[config.mk]
export PLATFORM = sky130hd
export DESIGN_NAME = fp_add_arbiter_flat
export DESIGN_NICKNAME = d
export VERILOG_FILES = /design/src/rtl/fp_add_arbiter_if.sv /design/src/rtl/fp_add_arbiter.sv /design/src/flat_wrapper.sv
export SDC_FILE = /design/constraint.sdc
export NUM_CORES = 1
export LEC_CHECK = 0
export CORE_MARGIN = 2
export CORE_UTILIZATION = 25
export CTS_CLUSTER_SIZE = 40
export DETAILED_ROUTE_END_ITERATION = 10
export GPL_TIMING_DRIVEN = 0
export PLACE_DENSITY = 0.61
export SETUP_SLACK_MARGIN = 0.05
export SKIP_CTS_REPAIR_TIMING = 1
export SKIP_LAST_GASP = 1
export SYNTH_ARGS = -nofsm -noshare
export SYNTH_HDL_FRONTEND = slang
export SYNTH_SLANG_ARGS = --single-unit
[constraint.sdc]
create_clock -name clk -period 1.84 [get_ports clk]
set_input_delay 0.276 -clock clk [delete_from_list [all_inputs] [get_ports clk]]
set_output_delay 0.276 -clock clk [all_outputs]
set_load 0.01 [all_outputs]
[src/rtl/fp_add_arbiter_if.sv]
// Requester and shared-adder bus of the floating-point add arbiter.
// The slave modport is the arbiter's view of the bus. The master modport is the surrounding datapath's view.
interface fp_add_arbiter_if #(
  parameter int EXP  = 8,
  parameter int MAN  = 23,
  parameter int NREQ = 4
);
  localparam int W = EXP + MAN + 1;

  logic [NREQ-1:0]   req;
  logic [NREQ*W-1:0] a_in;
  logic [NREQ*W-1:0] b_in;
  logic [NREQ-1:0]   gnt;
  logic [NREQ-1:0]   res_valid;
  logic [W-1:0]      res_data;
  logic              res_err;
  logic              add_strt;
  logic [W-1:0]      add_in1;
  logic [W-1:0]      add_in2;
  logic              add_busy;
  logic              add_valid;
  logic [W-1:0]      add_out;

  modport slave (
    input  req, a_in, b_in, add_busy, add_valid, add_out,
    output gnt, res_valid, res_data, res_err, add_strt, add_in1, add_in2
  );

  modport master (
    output req, a_in, b_in, add_busy, add_valid, add_out,
    input  gnt, res_valid, res_data, res_err, add_strt, add_in1, add_in2
  );
endinterface

[src/rtl/fp_add_arbiter.sv]
// Round-robin sequencer that shares one single-precision adder among NREQ requesters.
// It routes each sum back to the requester that owns it. A watchdog aborts operations whose result never returns.
module fp_add_arbiter #(
  parameter int EXP     = 8,
  parameter int MAN     = 23,
  parameter int NREQ    = 4,
  parameter int TIMEOUT = 16
) (
  input  logic              clk,
  input  logic              rst,
  fp_add_arbiter_if.slave   bus
);
  localparam int W  = EXP + MAN + 1;
  localparam int PW = (NREQ > 1) ? $clog2(NREQ) : 1;
  localparam int CW = $clog2(TIMEOUT + 1);

  typedef enum logic [1:0] {
    IDLE  = 2'd0,
    ISSUE = 2'd1,
    WAIT  = 2'd2
  } state_t;

  state_t          state_q, state_d;
  logic [PW-1:0]   ptr_q, ptr_d;
  logic [PW-1:0]   owner_q, owner_d;
  logic [CW-1:0]   cnt_q, cnt_d;
  logic [NREQ-1:0] gnt_q, gnt_d;
  logic [NREQ-1:0] res_valid_q, res_valid_d;
  logic [W-1:0]    res_data_q, res_data_d;
  logic            res_err_q, res_err_d;
  logic [W-1:0]    in1_q, in1_d;
  logic [W-1:0]    in2_q, in2_d;

  logic            found;
  logic [PW-1:0]   winner;
  logic [PW:0]     cand;
  logic [PW-1:0]   owner_next;
  logic [NREQ-1:0] winner_oh;
  logic [NREQ-1:0] owner_oh;

  // Search for the first pending request, starting at the round-robin pointer and wrapping.
  always_comb begin
    found  = 1'b0;
    winner = '0;
    cand   = '0;
    for (int i = 0; i < NREQ; i++) begin
      cand = {1'b0, ptr_q} + (PW+1)'(i);
      if (cand >= (PW+1)'(NREQ)) begin
        cand = cand - (PW+1)'(NREQ);
      end
      if (!found && bus.req[cand[PW-1:0]]) begin
        found  = 1'b1;
        winner = cand[PW-1:0];
      end
    end
  end

  assign owner_next = (owner_q == PW'(NREQ - 1)) ? '0 : owner_q + PW'(1);
  assign winner_oh  = {{(NREQ-1){1'b0}}, 1'b1} << winner;
  assign owner_oh   = {{(NREQ-1){1'b0}}, 1'b1} << owner_q;

  always_comb begin
    state_d     = state_q;
    ptr_d       = ptr_q;
    owner_d     = owner_q;
    cnt_d       = cnt_q;
    gnt_d       = '0;
    res_valid_d = '0;
    res_err_d   = 1'b0;
    res_data_d  = res_data_q;
    in1_d       = in1_q;
    in2_d       = in2_q;
    case (state_q)
      IDLE: begin
        if (found && !bus.add_busy) begin
          in1_d   = bus.a_in[int'(winner)*W +: W];
          in2_d   = bus.b_in[int'(winner)*W +: W];
          owner_d = winner;
          gnt_d   = winner_oh;
          state_d = ISSUE;
        end
      end
      ISSUE: begin
        cnt_d   = '0;
        state_d = WAIT;
      end
      WAIT: begin
        cnt_d = cnt_q + CW'(1);
        // A result arriving on the watchdog's last cycle still counts as a normal completion.
        if (bus.add_valid) begin
          res_data_d  = bus.add_out;
          res_valid_d = owner_oh;
          ptr_d       = owner_next;
          state_d     = IDLE;
        end else if (cnt_q == CW'(TIMEOUT)) begin
          res_data_d  = '0;
          res_valid_d = owner_oh;
          res_err_d   = 1'b1;
          ptr_d       = owner_next;
          state_d     = IDLE;
        end
      end
      default: state_d = IDLE;
    endcase
  end

  always_ff @(posedge clk) begin
    if (!rst) begin
      state_q     <= IDLE;
      ptr_q       <= '0;
      owner_q     <= '0;
      cnt_q       <= '0;
      gnt_q       <= '0;
      res_valid_q <= '0;
      res_data_q  <= '0;
      res_err_q   <= 1'b0;
      in1_q       <= '0;
      in2_q       <= '0;
    end else begin
      state_q     <= state_d;
      ptr_q       <= ptr_d;
      owner_q     <= owner_d;
      cnt_q       <= cnt_d;
      gnt_q       <= gnt_d;
      res_valid_q <= res_valid_d;
      res_data_q  <= res_data_d;
      res_err_q   <= res_err_d;
      in1_q       <= in1_d;
      in2_q       <= in2_d;
    end
  end

  assign bus.gnt       = gnt_q;
  assign bus.res_valid = res_valid_q;
  assign bus.res_data  = res_data_q;
  assign bus.res_err   = res_err_q;
  assign bus.add_strt  = (state_q == ISSUE);
  assign bus.add_in1   = in1_q;
  assign bus.add_in2   = in2_q;
endmodule

[src/flat_wrapper.sv]
// flat-port wrapper written by rule: the top's interface ports become plain ports
module fp_add_arbiter_flat 
#(
  parameter int EXP     = 8,
  parameter int MAN     = 23,
  parameter int NREQ    = 4,
  parameter int TIMEOUT = 16
)
  (clk, rst, bus_req, bus_a_in, bus_b_in, bus_add_busy, bus_add_valid, bus_add_out, bus_gnt, bus_res_valid, bus_res_data, bus_res_err, bus_add_strt, bus_add_in1, bus_add_in2);
  fp_add_arbiter_if #(.EXP(EXP), .MAN(MAN), .NREQ(NREQ)) bus_i ();
  input  logic clk;
  input  logic rst;
  input wire logic [$bits(bus_i.req)-1:0] bus_req;
  input wire logic [$bits(bus_i.a_in)-1:0] bus_a_in;
  input wire logic [$bits(bus_i.b_in)-1:0] bus_b_in;
  input wire logic [$bits(bus_i.add_busy)-1:0] bus_add_busy;
  input wire logic [$bits(bus_i.add_valid)-1:0] bus_add_valid;
  input wire logic [$bits(bus_i.add_out)-1:0] bus_add_out;
  output wire logic [$bits(bus_i.gnt)-1:0] bus_gnt;
  output wire logic [$bits(bus_i.res_valid)-1:0] bus_res_valid;
  output wire logic [$bits(bus_i.res_data)-1:0] bus_res_data;
  output wire logic [$bits(bus_i.res_err)-1:0] bus_res_err;
  output wire logic [$bits(bus_i.add_strt)-1:0] bus_add_strt;
  output wire logic [$bits(bus_i.add_in1)-1:0] bus_add_in1;
  output wire logic [$bits(bus_i.add_in2)-1:0] bus_add_in2;
  assign bus_i.req = bus_req;
  assign bus_i.a_in = bus_a_in;
  assign bus_i.b_in = bus_b_in;
  assign bus_i.add_busy = bus_add_busy;
  assign bus_i.add_valid = bus_add_valid;
  assign bus_i.add_out = bus_add_out;
  assign bus_gnt = bus_i.gnt;
  assign bus_res_valid = bus_i.res_valid;
  assign bus_res_data = bus_i.res_data;
  assign bus_res_err = bus_i.res_err;
  assign bus_add_strt = bus_i.add_strt;
  assign bus_add_in1 = bus_i.add_in1;
  assign bus_add_in2 = bus_i.add_in2;
  fp_add_arbiter #(.EXP(EXP), .MAN(MAN), .NREQ(NREQ), .TIMEOUT(TIMEOUT)) u_core (.clk(clk), .rst(rst), .bus(bus_i));
endmodule
==> results of run 1 <==
-- sequential cells by signal, summed over array words and instances (netlist names) --
| register | flops |
|---|---|
| u_core.owner_q | 2 |
| u_core.cnt_q | 5 |
| u_core.state_q | 2 |
| u_core.bus.gnt | 4 |
| u_core.bus.add_in1 | 32 |
| u_core.bus.res_valid | 4 |
| u_core.bus.res_err | 1 |
| u_core.bus.add_in2 | 32 |
| u_core.bus.res_data | 32 |
| u_core.ptr_q | 2 |
-- routing by layer --
layer  GRT usage [%]  vias to the layer above
met5               0                        -
met2            38.5                      274
li1                -                     3586
met4            6.37                        0
met1            28.7                     3495
met3            4.96                       24
-- through the flow --
stage	cells	worst slack (ns)
after floorplan	725	0.0432
after global placement	1450	-1.27
after detailed placement	1450	-1.30
after CTS	1482	-0.878
after global routing	1485	-0.211
final	1485	-0.157
-- worst reg2reg max path, stage by stage (launching register included) --
cell and delay, ns:
dfxtp_4 0.37, or4_4 0.60, buf_12 0.18, clkbuf_4 0.19
and3_1 0.19, a211oi_2 0.26, o31ai_1 0.09
-- final cells by class --
cell class	instances	area share (%)
repair buffers	403	33.5
multi-input cells	520	33.4
flip-flops and latches	116	19.3
plain buffers	82	5.07
clock buffers	17	3.53
well taps	324	3.37
clock inverters	15	1.52
inverters	7	0.218
diodes	1	0.0208
-- cells by family (layout without fill, tap and decap cells) --
| kind of cell | Yosys count | after routing | synth area share [%] |
|---|---|---|---|
| AOI/OAI and AO/OA | 233 | 233 | 28.4 |
| DFF | 116 | 116 | 37.5 |
| adders and majority gates | 10 | 10 | 2.02 |
| other | 0 | 1 | 0 |
| xor gates and xnor gates | 4 | 4 | 0.566 |
| and+or+nand+nor | 268 | 268 | 24.3 |
| buffers and inverters | 89 | 524 | 6.40 |
| muxes | 5 | 5 | 0.808 |
-- power breakdown --
part           switching [mW]  internal (mW)  leakage (nW)  total, mW
logic                    1.35           1.64          3.27       2.99
clock network            1.57           1.84         0.292       3.41
registers               0.157           2.78         0.947       2.94
total                    3.08           6.26          4.51       9.34
-- cells in the mapped netlist --
library cell / instances / area share, %
and3_1: 128 / 13
o32a_1: 1 / 0.16
inv_1: 7 / 0.42
nand2_1: 67 / 4.1
nand3_1: 1 / 0.081
o32ai_2: 1 / 0.26
nor4_1: 1 / 0.10
o21ai_1: 1 / 0.081
nor2b_1: 41 / 4.1
and2_1: 9 / 0.91
a211oi_2: 2 / 0.40
nor3_1: 5 / 0.40
nor3b_2: 1 / 0.20
xor2_1: 3 / 0.42
nor3b_1: 1 / 0.12
xnor2_1: 1 / 0.14
buf_4: 4 / 0.48
or4b_4: 1 / 0.22
a21bo_2: 1 / 0.16
buf_2: 26 / 2.1
a211oi_1: 126 / 15
nor2_1: 8 / 0.48
or4_4: 1 / 0.18
a21oi_1: 1 / 0.081
buf_1: 2 / 0.12
buf_6: 2 / 0.36
clkbuf_1: 48 / 2.9
a21boi_0: 1 / 0.12
o31ai_1: 64 / 7.8
ha_1: 10 / 2.0
mux2i_1: 5 / 0.81
nor4bb_1: 1 / 0.16
nand4_1: 2 / 0.20
o21ai_0: 3 / 0.24
a22oi_1: 32 / 3.9
nand2_2: 1 / 0.10
dfxtp_1: 116 / 37
-- path summary, 6_finish.rpt --
| kind | to |
|---|---|
| max reg2reg | u_core.bus.add_in1[5] |
| max | u_core.bus.add_in1[5] |
| min | u_core.bus.add_in2[15] |
| min reg2reg | u_core.bus.add_in2[15] |
==> results.yml, run 1 <==
yosys:
  syn_nets: 1031
  syn_area_per_cell_um2: 8.54
  synth_area_um2: 6190
  synth_warnings: 0
  synth_cell_types: 37
  synthCells: 725
  synth-seq-cells: 116
  yosysSeqAreaShare_pct: 37.5
critical_path:
  cp-startpoint: "u_core.ptr_q[1]"
  startpoint_type: "flip-flop"
  cp_num_cells: 6
  r2r-start: "u_core.ptr_q[1]"
  cp_max_fo: 10
  crit_type: "reg -> reg"
  slowest_stage: "or4_4"
  critPathMaxStageDelay_ns: 0.59
  crit_required_ns: 2.14
  crit_family: "simple AND/OR/NAND/NOR gates"
  worstRegToRegCells: 6
  endpoint_kind: "flip-flop"
  path_cells: "or4_4 -> buf_12 -> clkbuf_4 -> and3_1 -> a211oi_2 -> o31ai_1"
  worst-r2r-setup-slack_ns: -0.16
  cp_num_buf_inv: 2
  critPathArrivalTime_ns: 2.30
worst_hold_path:
  hp-class: "reg -> reg"
  holdPathStages: 2
  hold_start: "u_core.bus.add_in2[15]"
power_and_ir_drop:
  finalPower_mw: 9.34
  p_leak_nw: 4.51
  ir_drop_uv: 466
  p_per_area_nw_per_um2: 775
clock_tree:
  cts_sinks: 116
  cts_max_level: 4
  cts_inserted_buffers: 17
  cts_buffer_depth: 2
  cts_tree: "built"
  clk_pin_slew_ns: 0.07
  cts_root_buf: "clkbuf_16"
  clock_latency_ns: 0.42
detailed_routing:
  drtAntennaViolNets: 0
  drc: 0
  routed_via_density: 4.97
  wl_met2_um: 15100
  dr.pass1.iters: 5
  maxUsedRoutingLayer: "met4"
  vias: 7379
  finalWirelength_um: 31100
  wl_met1_um: 13700
  wire_per_inst_um: 20.9
  drtIter0Drc: 463
  wl_met3_um: 1800
cells_and_area:
  area_growth_pct: 94.5
  fin_util_pct: 49.5
  multi_input_area_um2: 4030
  most-common-layout-cells: "clkdlybuf4s50_1 (397), and3_1 (127), dfxtp_1 (114)"
  fillers: 2371
  fin_area_um2: 12000
  drive_gt1_share_pct: 18.6
  seqCellArea_um2: 2330
  finalNetCount: 1453
  final_common_cell: "clkdlybuf4s50_1"
global_route:
  grt_overflow: 0
  grt_usage_pct: 22.6
  grt_pass1_vias: 7485
  antenna_found_initial: 1
  grt_max_degree: 17
  grt_pass1_wl_um: 45200
run:
  max-cap-violations: 0
timing:
  finalHoldViolCount: 0
  setup_tns_ns: -7.40
  finalClockSkew_ns: 0.0125
  drv_slew: 0
  slew_headroom_pct: 50.5
  fin_hold_ws_ns: 0.452
  grt_setup_unrepaired: "yes"
  fmax_mhz: 501
  min_period_ns: 2.00
  fin_ws_ns: -0.157
  setup_viol_count_final: 96
  worstMarginPinSlew_ns: 0.743
  layout_worst_path_cycle_share_pct: 109
die:
  core_um2: 24300
  row_count: 57
  dieArea_um2: 26100
  die_w_um: 161
  die_h_um: 161
  start_util_pct: 25.5
  ios: 402
placed_design:
  port_buffers: 401
  dp_hpwl_um: 23500
  gp_congestion: 0.822
  placed_cell_area_um2: 10900
run_status:
  status: "finished with violations"
  violations: "setup timing"
Note: power is estimated with default switching activity, not from simulation.
==> inputs of run 2 (changes only) <==
- CORE_MARGIN: 2 -> 8
==> results.yml, run 2 (same netlist as run 1, synthesis figures left out) <==
run_status:
  status: "finished with violations"
  violations: "setup timing"
placed_design:
  dp_hpwl_um: 26200
  placed_cell_area_um2: 10900
  port_buffers: 401
  gp_congestion: 0.838
clock_tree:
  clk_pin_slew_ns: 0.07
  cts_tree: "built"
  clock_latency_ns: 0.42
  cts_sinks: 116
  cts_inserted_buffers: 17
  cts_root_buf: "clkbuf_16"
  cts_buffer_depth: 2
  cts_max_level: 4
global_route:
  antenna_found_initial: 1
  grt_pass1_vias: 7539
  grt_pass1_wl_um: 49000
  grt_overflow: 0
  grt_usage_pct: 21.1
  grt_max_degree: 17
timing:
  grt_setup_unrepaired: "yes"
  drv_slew: 0
  fin_ws_ns: -0.174
  setup_viol_count_final: 65
  min_period_ns: 2.01
  worstMarginPinSlew_ns: 0.559
  fmax_mhz: 497
  layout_worst_path_cycle_share_pct: 109
  finalClockSkew_ns: 0.00939
  slew_headroom_pct: 62.8
  finalHoldViolCount: 0
die:
  core_um2: 24300
  row_count: 57
  ios: 402
  die_w_um: 173
  die_h_um: 173
  dieArea_um2: 30100
  start_util_pct: 25.5
power_and_ir_drop:
  p_per_area_nw_per_um2: 776
  ir_drop_uv: 424
  p_leak_nw: 4.53
  finalPower_mw: 9.35
critical_path:
  cp_max_fo: 10
  cp_num_buf_inv: 2
  crit_type: "reg -> reg"
  crit_required_ns: 2.13
  worst-r2r-setup-slack_ns: -0.17
  crit_family: "simple AND/OR/NAND/NOR gates"
  critPathMaxStageDelay_ns: 0.59
  cp-startpoint: "u_core.ptr_q[0]"
  path_cells: "nor2b_2 -> or4b_4 -> buf_12 -> clkbuf_4 -> and3_1 -> a211oi_2 -> o31ai_1"
  critPathArrivalTime_ns: 2.30
  slowest_stage: "or4b_4"
  startpoint_type: "flip-flop"
  endpoint_kind: "flip-flop"
  r2r-start: "u_core.ptr_q[0]"
run:
  max-cap-violations: 0
cells_and_area:
  finalNetCount: 1456
  drive_gt1_share_pct: 19.3
  final_common_cell: "clkdlybuf4s50_1"
  area_growth_pct: 94.5
  most-common-layout-cells: "clkdlybuf4s50_1 (396), and3_1 (128), dfxtp_1 (114)"
  fin_area_um2: 12000
detailed_routing:
  dr.pass1.iters: 5
  finalWirelength_um: 33500
  vias: 7381
  drtIter0Drc: 375
  routed_via_density: 4.96
  wire_per_inst_um: 22.5
  drtAntennaViolNets: 0
  drc: 0
worst_hold_path:
  hp-class: "reg -> reg"
  hold_start: "u_core.bus.add_in1[19]"
run 2: power breakdown:
group / internal, mW / leakage [nW] / switching (mW) / total [mW]
registers: 2.78 / 0.946 / 0.153 / 2.94
clock network: 1.84 / 0.292 / 1.57 / 3.42
logic: 1.64 / 3.29 / 1.36 / 3.00
total: 6.26 / 4.53 / 3.09 / 9.35
run 2: layout make-up:
| type | instances | area [um^2] |
|---|---|---|
| fill | 2302 | 12300 |
| timing repair buffer | 407 | 4070 |
| multi-input combinational | 520 | 4040 |
| sequential | 116 | 2320 |
| buffer | 81 | 566 |
| clock buffer | 17 | 425 |
| tap | 324 | 405 |
| clock inverter | 15 | 180 |
| inverter | 7 | 26.3 |
| antenna | 2 | 5.00 |
run 2: per-stage QoR:
step	instances	setup TNS, ns	utilization (%)	setup WS, ns	hold WS, ns
after global routing	1488	-13.32	49.5	-0.264	0.466
after global placement	1450	-83.91	44.9	-1.29	0.434
after CTS	1482	-57.18	47.4	-0.889	0.453
after detailed placement	1450	-88.19	44.9	-1.33	0.438
after floorplan	725	0	-	0.0432	0.352
final	1489	-8.27	49.5	-0.174	0.453
run 2: path summary, 6_finish.rpt:
check	depth (start not counted)	to
max	7	u_core.bus.add_in1[6]
min	2	u_core.bus.add_in1[19]
max reg2reg	7	u_core.bus.add_in1[6]
min reg2reg	2	u_core.bus.add_in1[19]
run 2: worst min-delay path: stages, from the launching register on:
cell and delay [ns]:
dfxtp_1 0.32, nand2_1 0.05, o31ai_1 0.05
run 2: routing by layer:
metal  part of all wire (%)  track usage (%)
met4                    1.5             5.50
met5                      0                0
met2                     49             36.0
met1                     43             25.6
met3                    6.7             6.03
